`src/rtl/bridge_unpack_if.sv`:
```
// Valid/ready bus for the M-to-N unpacking bridge.
// flush_i exists only when BRIDGE_UNPACK_FLUSH_EN is defined.
interface bridge_unpack_if #(
  parameter int M = 32,
  parameter int N = 8
);
  logic         vld_i;
  logic [M-1:0] din;
  logic         rdy_o;
  logic         vld_o;
  logic [N-1:0] dout;
  logic         rdy_i;
`ifdef BRIDGE_UNPACK_FLUSH_EN
  logic         flush_i;

  modport master (output vld_i, din, rdy_i, flush_i, input rdy_o, vld_o, dout);
  modport slave  (input vld_i, din, rdy_i, flush_i, output rdy_o, vld_o, dout);
`else
  modport master (output vld_i, din, rdy_i, input rdy_o, vld_o, dout);
  modport slave  (input vld_i, din, rdy_i, output rdy_o, vld_o, dout);
`endif
endinterface

```
`src/rtl/bridge_unpack.sv`:
```
// M-bit to N-bit width down-converter over one continuous MSB-first bit stream.
// Optional flush of residual bits is enabled by defining BRIDGE_UNPACK_FLUSH_EN.
module bridge_unpack #(
  parameter int M = 32,
  parameter int N = 8
) (
  input logic           clk,
  input logic           rst_n,
  bridge_unpack_if.slave bus
);

  localparam int BUF_W     = M + 2*N;
  localparam int CNT_WIDTH = $clog2(M + 2*N + 1);

  localparam logic [CNT_WIDTH-1:0] C_N  = CNT_WIDTH'(N);
  localparam logic [CNT_WIDTH-1:0] C_2N = CNT_WIDTH'(2*N);
  localparam logic [CNT_WIDTH-1:0] C_M  = CNT_WIDTH'(M);

  localparam logic [1:0] S_INIT  = 2'd0;
  localparam logic [1:0] S_RUN   = 2'd1;
`ifdef BRIDGE_UNPACK_FLUSH_EN
  localparam logic [1:0] S_FLUSH = 2'd2;
`endif

  logic [1:0]           r_state;
  logic [CNT_WIDTH-1:0] r_cnt;
  logic [BUF_W-1:0]     r_buf;

  logic                 w_vld;
  logic                 w_rdy;
  logic                 w_in_fire;
  logic                 w_out_fire;
  logic [CNT_WIDTH-1:0] w_cnt_a;
  logic [BUF_W-1:0]     w_buf_a;
  logic [CNT_WIDTH-1:0] w_shamt;
  logic [CNT_WIDTH-1:0] w_cnt_nxt;
  logic [BUF_W-1:0]     w_buf_nxt;
  logic [1:0]           w_state_nxt;

  // Handshake outputs decode from state registers only, never from vld_i/rdy_i.
  always_comb begin
    w_vld = 1'b0;
    w_rdy = 1'b0;
    case (r_state)
      S_RUN: begin
        w_vld = (r_cnt >= C_N);
        w_rdy = (r_cnt < C_2N);
      end
`ifdef BRIDGE_UNPACK_FLUSH_EN
      S_FLUSH: w_vld = (r_cnt != '0);
`endif
      default: ;
    endcase
  end

  assign bus.vld_o = w_vld;
  assign bus.rdy_o = w_rdy;
  assign bus.dout  = r_buf[BUF_W-1 -: N];

  assign w_out_fire = w_vld & bus.rdy_i;
  assign w_in_fire  = bus.vld_i & w_rdy;

  // Drain first, then append the new word right below the surviving valid bits.
  // A flushed residual (cnt < N) empties the counter entirely.
  always_comb begin
    w_buf_a = r_buf;
    w_cnt_a = r_cnt;
    if (w_out_fire) begin
      w_buf_a = r_buf << N;
      w_cnt_a = (r_cnt >= C_N) ? (r_cnt - C_N) : '0;
    end
    w_shamt   = C_2N - w_cnt_a;
    w_buf_nxt = w_buf_a;
    w_cnt_nxt = w_cnt_a;
    if (w_in_fire) begin
      w_buf_nxt = w_buf_a | (BUF_W'(bus.din) << w_shamt);
      w_cnt_nxt = w_cnt_a + C_M;
    end
  end

  always_comb begin
    w_state_nxt = r_state;
    case (r_state)
      S_INIT: w_state_nxt = S_RUN;
`ifdef BRIDGE_UNPACK_FLUSH_EN
      S_RUN: begin
        if (bus.flush_i) w_state_nxt = S_FLUSH;
      end
      S_FLUSH: begin
        if ((r_cnt == '0) || (w_out_fire && (r_cnt <= C_N))) w_state_nxt = S_RUN;
      end
`else
      S_RUN: w_state_nxt = S_RUN;
`endif
      default: w_state_nxt = S_INIT;
    endcase
  end

  always_ff @(posedge clk or negedge rst_n) begin
    if (!rst_n) begin
      r_state <= S_INIT;
      r_cnt   <= '0;
      r_buf   <= '0;
    end else begin
      r_state <= w_state_nxt;
      r_cnt   <= w_cnt_nxt;
      r_buf   <= w_buf_nxt;
    end
  end

  a_cnt_bound: assert property (@(posedge clk) disable iff (!rst_n)
    r_cnt <= CNT_WIDTH'(BUF_W - 1));

endmodule

```
`src/flat_wrapper.sv`:
```
// flat-port wrapper written by rule: the top's interface ports become plain ports
module bridge_unpack_flat 
#(
  parameter int M = 32,
  parameter int N = 8
)
  (clk, rst_n, bus_vld_i, bus_din, bus_rdy_i, bus_rdy_o, bus_vld_o, bus_dout);
  bridge_unpack_if #(.M(M), .N(N)) bus_i ();
  input logic clk;
  input logic rst_n;
  input wire logic [$bits(bus_i.vld_i)-1:0] bus_vld_i;
  input wire logic [$bits(bus_i.din)-1:0] bus_din;
  input wire logic [$bits(bus_i.rdy_i)-1:0] bus_rdy_i;
  output wire logic [$bits(bus_i.rdy_o)-1:0] bus_rdy_o;
  output wire logic [$bits(bus_i.vld_o)-1:0] bus_vld_o;
  output wire logic [$bits(bus_i.dout)-1:0] bus_dout;
  assign bus_i.vld_i = bus_vld_i;
  assign bus_i.din = bus_din;
  assign bus_i.rdy_i = bus_rdy_i;
  assign bus_rdy_o = bus_i.rdy_o;
  assign bus_vld_o = bus_i.vld_o;
  assign bus_dout = bus_i.dout;
  bridge_unpack #(.M(M), .N(N)) u_core (.clk(clk), .rst_n(rst_n), .bus(bus_i));
endmodule
```
`config.mk`:
```
export PLATFORM = sky130hd
export DESIGN_NAME = bridge_unpack_flat
export DESIGN_NICKNAME = d
export VERILOG_FILES = /design/src/rtl/bridge_unpack_if.sv /design/src/rtl/bridge_unpack.sv /design/src/flat_wrapper.sv
export SDC_FILE = /design/constraint.sdc
export NUM_CORES = 1
export LEC_CHECK = 0
export BUFFER_PORTS_ARGS = -buffer_cell sky130_fd_sc_hd__buf_2
export CAP_MARGIN = 20
export CORE_MARGIN = 1.5
export CORE_UTILIZATION = 55
export CTS_CLUSTER_SIZE = 14
export DETAILED_ROUTE_END_ITERATION = 16
export GPL_TIMING_DRIVEN = 0
export PLACE_DENSITY = 0.85
export REMOVE_ABC_BUFFERS = 1
export SYNTH_ARGS = -nofsm -noshare
export SYNTH_HDL_FRONTEND = slang
export SYNTH_SLANG_ARGS = --single-unit
```
`constraint.sdc`:
```
create_clock -name clk -period 4 [get_ports clk]
set_clock_uncertainty 0.2 [all_clocks]
set_input_delay 1 -clock clk [delete_from_list [all_inputs] [get_ports clk]]
set_output_delay 1 -clock clk [all_outputs]
set_load 0.01 [all_outputs]
```
==> results.toml, run 1 <==
[cells_and_area]
diodes_inserted = 0
fillCellCount = 656
area_added_between_synthesis_and_finish_pct = 8.40
layout-drive-gt1-share = 0.251
fin_nets = 536
design_area_mm2 = 0.00518

[worst_setup_path]
timing_worst_setup_path_type = "register to register"
worst-endpoint-required_ns = 3.95
critPathLaunchType = "register"
cp_max_fo = 16
setup.reg_to_reg.worst_slack_ns = 0.19
worstSetupEndpointType = "register"
timing.critical_path.from = "u_core.r_cnt[3]"
crit_arrival_ns = 3.76
worst_reg2reg_startpoint = "u_core.r_cnt[3]"

[power_and_ir_drop]
worst_vdd_drop_mv = 0.404
cellPowerDensity_mw_per_mm2 = 574
power.leakage_nw = 2.26

[sta]
layout_worst_path_cycle_share = 0.952
grt_setup_unrepaired = "false"
tightestPinTransition_ns = 1.05
finalSetupViolCount = 0
fin_tns_setup_ns = 0
setup_slack_ns = 0.192
slew_margin_rel = 0.301
timing.final.max_slew_violations = 0
fin_crit_ns = 3.81
finalHoldViolations = 0
max_clk_rate_mhz = 263

[synth]
post-synth-top-area-fraction = 0.288
synth_seq_cells = 55
synthFlopType = "sky130_fd_sc_hd__dfrtp_1"
post_synth_main_area_contributors = "sky130_fd_sc_hd__dfrtp_1 29%, sky130_fd_sc_hd__mux2i_1 16%, sky130_fd_sc_hd__mux4_2 14%"
synth.most_common_cell = "sky130_fd_sc_hd__mux2i_1"
yosys_warnings = 0
asyncSetResetFlopFracSynth = 1.00
synth.cell_area_mm2 = 0.00478
syn-instance-count = 485
seq_area_frac_synth = 0.288
avgSynthCellArea_um2 = 9.86
synth_edf_count = 0
yosysUniqueCellTypes = 62
post_synth_most_frequent_cells = "75 x sky130_fd_sc_hd__mux2i_1, 60 x sky130_fd_sc_hd__nor2_1, 55 x sky130_fd_sc_hd__dfrtp_1, 37 x sky130_fd_sc_hd__nand2_1, 29 x sky130_fd_sc_hd__mux4_2"
synth.largest_area_cell = "sky130_fd_sc_hd__dfrtp_1"

[floorplanning]
floorplan.initialDensity = 0.576
core-area_mm2 = 0.00830
floorplan.rows = 33
design.portCount = 46
die_width_um = 96.3
design.die.area_mm2 = 0.00927
floorplan.die.height_um = 96.3

[detailed_routing]
via_per_inst = 7.02
route.detailed.drc = 0
routed_wl_um = 13100
detail_route.iter0.violations = 446
avgRoutedWirePerCell_um = 21.7
detailroute.via_count = 4235
1st_pass_router_iterations = 5
route.antenna.remaining_nets = 0

[placement]
number_of_port_buffers = 45
placedInstanceArea_mm2 = 0.00504
place_hpwl_um = 9510
setup_slack_after_placement_ns = 0.0802
routabilityCongestion = 0.941

[hold_path]
min-delay-path-class = "register to register"

[clock_tree]
clock_latency_of_the_later_clocked_register_in_the_worst_skew_pair_ns = 0.31
numCtsBuffers = 5
post-cts-setup-buffers = 0
htreeDepth = 2
clk_pin_slew_worst_paths_ns = 0.10
cts_buffer_depth = 2
cts_root_buffer = "sky130_fd_sc_hd__clkbuf_8"
tritoncts_clock_tree = "built"
cts.sinks = 55

[grt]
gr-usage-all-layers = 0.295
grt_overflow = 0
number_of_antenna_violations_at_the_first_check_in_global_routing = 0
grt_pass1_vias = 3995
wire_length_of_the_first_global_routing_pass_um = 20300
grt_start_max_net_pins = 34

[job]
timing.max_cap.violations = 0

[run_status]
result_of_the_run = "complete, no violations"
## final cells by class
cell class,instances,area [µm²],share of cell area
inverter,10,37.5,0.00724
tap,105,131,0.0253
sequential,55,1380,0.266
clock buffer,6,82.6,0.0159
timing repair buffer,53,389,0.0750
multi-input combinational,372,3130,0.604
clock inverter,2,35.0,0.00676
## cells in the final DEF, fill, tap and decap left out, types with 6 or more instances in the layout
cell type / instances
sky130_fd_sc_hd__buf_2: 45
sky130_fd_sc_hd__o21ai_1: 7
sky130_fd_sc_hd__and3_1: 6
sky130_fd_sc_hd__and2_1: 6
sky130_fd_sc_hd__inv_1: 10
sky130_fd_sc_hd__nand4_1: 7
sky130_fd_sc_hd__mux4_2: 29
sky130_fd_sc_hd__a31oi_1: 11
sky130_fd_sc_hd__nor2_1: 59
sky130_fd_sc_hd__o21ai_0: 6
sky130_fd_sc_hd__clkbuf_8: 6
sky130_fd_sc_hd__nand2_1: 37
sky130_fd_sc_hd__mux2i_1: 75
sky130_fd_sc_hd__mux2_2: 15
sky130_fd_sc_hd__dfrtp_1: 54
sky130_fd_sc_hd__nor3_1: 7
sky130_fd_sc_hd__nand3_1: 7
sky130_fd_sc_hd__o22ai_1: 16
## routing by layer
layer	vias up	track usage	wire length, µm
li1	1842	-	-
met1	2022	0.402	5260
met2	314	0.460	5890
met3	57	0.0403	1320
met4	0	0.145	638
met5	-	0	0
## power by group
part	switching (mW)	total [mW]	leakage (nW)	internal (mW)
clock	0.186	0.389	0.0612	0.203
combinational	0.960	1.64	1.55	0.684
sequential	0.162	0.945	0.642	0.784
## state kept, by name (all words and copies together) (netlist names), named ones only
name / cells
u_core.r_buf: 48
u_core.r_cnt: 5
u_core.r_state: 1
## through the flow
stage	utilization	total power, mW	hold WS, ns	std cells
final	0.625	2.98	0.297	603
after global routing	0.625	3.15	0.302	603
after CTS	0.621	2.91	0.295	602
after detailed placement	0.607	2.52	0.272	594
after global placement	0.586	2.43	0.260	587
after floorplan	-	2.07	0.231	437
## repair_timing
action                                  CTS  global route
endpoints found under the setup margin    0             2
hold buffers                              0             0
resized for setup                         0             1
## final timing paths
path                               endpoint  cells past startpoint
max in group asynchronous  u_core.r_buf[28]                      2
setup / recovery           u_core.r_buf[39]                      8
min in group asynchronous  u_core.r_buf[31]                      1
hold reg to reg                    register                      0
hold / removal                     register                      0
setup reg to reg           u_core.r_buf[39]                      8
## cell families (layout without fill, tap and decap cells)
family / Yosys count / count (layout) / synth area share
buf+inv: 58 / 71 / 0.0659
compound gates: 89 / 89 / 0.141
fa+ha+maj: 3 / 3 / 0.00785
simple gates: 153 / 153 / 0.155
xor+xnor: 6 / 6 / 0.0110
other cells: 1 / 1 / 0.000784
mux: 120 / 120 / 0.331
flops: 55 / 55 / 0.288
## critical path, cell delays in order (launching register included)
cell and delay (ns):
sky130_fd_sc_hd__dfrtp_1 0.74, sky130_fd_sc_hd__inv_1 0.19, sky130_fd_sc_hd__ha_1 0.44, sky130_fd_sc_hd__nor2b_1 0.20
sky130_fd_sc_hd__o21ai_0 0.18, sky130_fd_sc_hd__and2_1 0.24, sky130_fd_sc_hd__a311oi_4 0.78, sky130_fd_sc_hd__nand2b_1 0.46
sky130_fd_sc_hd__o221ai_1 0.21
No activity file was read; power rests on OpenSTA's default activity.
==> run 2: changes to the inputs <==
ABC_AREA = 1   (was not set)
==> results.toml, run 2 <==
[run_status]
result_of_the_run = "complete, no violations"

[sta]
timing.final.max_slew_violations = 0
layout_worst_path_cycle_share = 0.915
finalHoldViolations = 0
max_clk_rate_mhz = 273
fin_crit_ns = 3.66
fin_tns_setup_ns = 0
finalSetupViolCount = 0
slew_margin_rel = 0.500
grt_setup_unrepaired = "false"
tightestPinTransition_ns = 0.750

[worst_setup_path]
cp_max_fo = 38
worstSetupEndpointType = "register"
crit_arrival_ns = 3.70
timing_worst_setup_path_type = "register to register"
max_stage_delay_ns = 0.65
worst-endpoint-required_ns = 4.04
critical_path.most_common_cell = "sky130_fd_sc_hd__nand2_1"
critPathLaunchType = "register"
cp_cell_sequence = "inv_4 > nand2_1 > inv_1 > nand3_2 > nand2_1 > nand2_1 > nand2_2 > nand2_4 > inv_2 > o21ai_0 > o21ai_1"
crit_slowest_cell = "sky130_fd_sc_hd__dfrtp_2"

[clock_tree]
ctsHoldBuffers = 0
cts.sinks = 55
cts_root_buffer = "sky130_fd_sc_hd__clkbuf_8"
htreeDepth = 2
clk_pin_slew_worst_paths_ns = 0.10
tritoncts_clock_tree = "built"
clock_latency_of_the_later_clocked_register_in_the_worst_skew_pair_ns = 0.31
post-cts-setup-buffers = 0
cts_buffer_depth = 2
numCtsBuffers = 5

[synth]
synth_edf_count = 0
synth.most_common_cell = "sky130_fd_sc_hd__nand2_1"
synth_seq_cells = 55
post_synth_most_frequent_cells = "297 x sky130_fd_sc_hd__nand2_1, 105 x sky130_fd_sc_hd__nand3_1, 71 x sky130_fd_sc_hd__o21ai_0, 55 x sky130_fd_sc_hd__dfrtp_1, 50 x sky130_fd_sc_hd__inv_1"
asyncSetResetFlopFracSynth = 1.00
yosys_warnings = 0
synthFlopType = "sky130_fd_sc_hd__dfrtp_1"
synth.largest_area_cell = "sky130_fd_sc_hd__dfrtp_1"
avgSynthCellArea_um2 = 6.05
synth.cell_area_mm2 = 0.00486
syn-instance-count = 803
seq_area_frac_synth = 0.283
post-synth-top-area-fraction = 0.283
post_synth_main_area_contributors = "sky130_fd_sc_hd__dfrtp_1 28%, sky130_fd_sc_hd__nand2_1 23%, sky130_fd_sc_hd__nand3_1 11%"
yosysUniqueCellTypes = 36

[cells_and_area]
fillCellCount = 866
final_cells = 903
layout-drive-gt1-share = 0.113
area_added_between_synthesis_and_finish_pct = 4.46
layout_top_registers = "u_core.r_buf: 48 flops, u_core.r_cnt: 5 flops, u_core.r_state: 1 flops"
finish.utilization = 0.588
fin_nets = 833
final_cell_mix = "296 x sky130_fd_sc_hd__nand2_1, 105 x sky130_fd_sc_hd__nand3_1, 71 x sky130_fd_sc_hd__o21ai_0, 54 x sky130_fd_sc_hd__dfrtp_1, 49 x sky130_fd_sc_hd__inv_1"
final_common_cell = "sky130_fd_sc_hd__nand2_1"
registers.top_by_ff_count = "u_core.r_buf"
largest_register_ffs = 48
diodes_inserted = 0

[detailed_routing]
avgRoutedWirePerCell_um = 14.8
1st_pass_router_iterations = 6
detailroute.via_count = 5292
route.detailed.drc = 0
detail_route.iter0.violations = 660
routed_wl_um = 13400
via_per_inst = 5.86
route.antenna.remaining_nets = 0

[placement]
post-place-cells = 893
place_hpwl_um = 8940
number_of_port_buffers = 45
routabilityCongestion = 0.970

[floorplanning]
core-area_mm2 = 0.00864
floorplan.initialDensity = 0.563
floorplan.rows = 34
design.portCount = 46
design.die.area_mm2 = 0.00941
floorplan.die.height_um = 97.0
die_width_um = 97.0

[power_and_ir_drop]
cellPowerDensity_mw_per_mm2 = 521
power.leakage_nw = 2.55
total_power_consumption_of_the_routed_design_mw = 2.64
worst_vdd_drop_mv = 0.462

[grt]
gr-usage-all-layers = 0.276
number_of_antenna_violations_at_the_first_check_in_global_routing = 0
wire_length_of_the_first_global_routing_pass_um = 21700
grt_start_max_net_pins = 61
grt_overflow = 0
grt_pass1_vias = 4717

[job]
timing.max_cap.violations = 0

[hold_path]
min-delay-path-class = "register to register"
## run 2: cell count changes in the layout (fill, tap and decap cells not counted), moves of 34 or more
cell,previous run,this run
sky130_fd_sc_hd__o21ai_1,7,41
sky130_fd_sc_hd__nand2_1,37,296
sky130_fd_sc_hd__o21ai_0,6,71
sky130_fd_sc_hd__inv_1,10,49
sky130_fd_sc_hd__nand3_1,7,105
sky130_fd_sc_hd__mux2i_1,75,9
## run 2: final timing paths
| kind | startpoint | endpoint | slack, ns | cells after the start |
|---|---|---|---|---|
| setup / recovery | u_core.r_cnt[0] | u_core.r_buf[23] | 0.34 | 11 |
| min in group asynchronous | rst_n | u_core.r_buf[42] | 0.48 | 1 |
| setup reg to reg | u_core.r_cnt[0] | u_core.r_buf[23] | 0.34 | 11 |
| max in group asynchronous | rst_n | u_core.r_buf[17] | 2.54 | 2 |
| hold / removal | register | register | 0.21 | 0 |
| hold reg to reg | register | register | 0.21 | 0 |
## run 2: cell type report
cell class / count / area, µm² / area share
Clock inverter: 2 / 60.1 / 0.0118
Timing Repair inverter: 1 / 7.51 / 0.00148
Timing Repair Buffer: 46 / 245 / 0.0483
Tap cell: 108 / 135 / 0.0266
Inverter: 58 / 224 / 0.0441
Clock buffer: 6 / 72.6 / 0.0143
Sequential cell: 55 / 1380 / 0.271
Multi-Input combinational cell: 627 / 2950 / 0.582
## run 2: logic make-up after synthesis
kind of cell               Yosys count  synth area share
and+or+nand+nor                    468             0.414
AOI/OAI and AO/OA                  143             0.153
buffers and inverters              122             0.119
DFF                                 55             0.283
muxes                                9            0.0185
adders and majority gates            3           0.00773
xor gates and xnor gates             2           0.00361
other                                1          0.000772
## run 2: power breakdown
| group | internal (mW) | leakage (nW) | switching (mW) |
|---|---|---|---|
| clock | 0.250 | 0.0654 | 0.185 |
| combinational | 0.410 | 1.81 | 0.963 |
| sequential | 0.745 | 0.679 | 0.0900 |
| total | 1.41 | 2.55 | 1.24 |
## run 2: timing repair
| item | in CTS | in global routing |
|---|---|---|
| setup endpoints to repair | 46 | 39 |
| resized for setup | 7 | 5 |
| cloned | 1 | 1 |
## run 2: metal layers
layer / up-vias / part of all wire / track usage
met1: 2365 / 0.41 / 0.360
met3: 52 / 0.091 / 0.0361
met5: - / 0 / 0
met2: 301 / 0.45 / 0.461
li1: 2574 / - / -
met4: 0 / 0.039 / 0.114
## run 2: critical path, delay by kind of cell, from the launching register on
family	cells	cell delay, ns
AOI/OAI and AO/OA	2	0.33
buffers and inverters	3	0.84
DFF	1	0.65
and+or+nand+nor	6	1.54
## run 2: stage by stage
stage	hold WS (ns)	instance area (µm²)	setup WS, ns
2_1_floorplan	0.174	4500	0.260
3_3_place_gp	0.190	4860	-0.866
3_5_place_dp	0.194	4880	-0.950
4_1_cts	0.216	5040	0.101
5_1_grt	0.242	5070	0.0736
6_report	0.211	5070	0.342
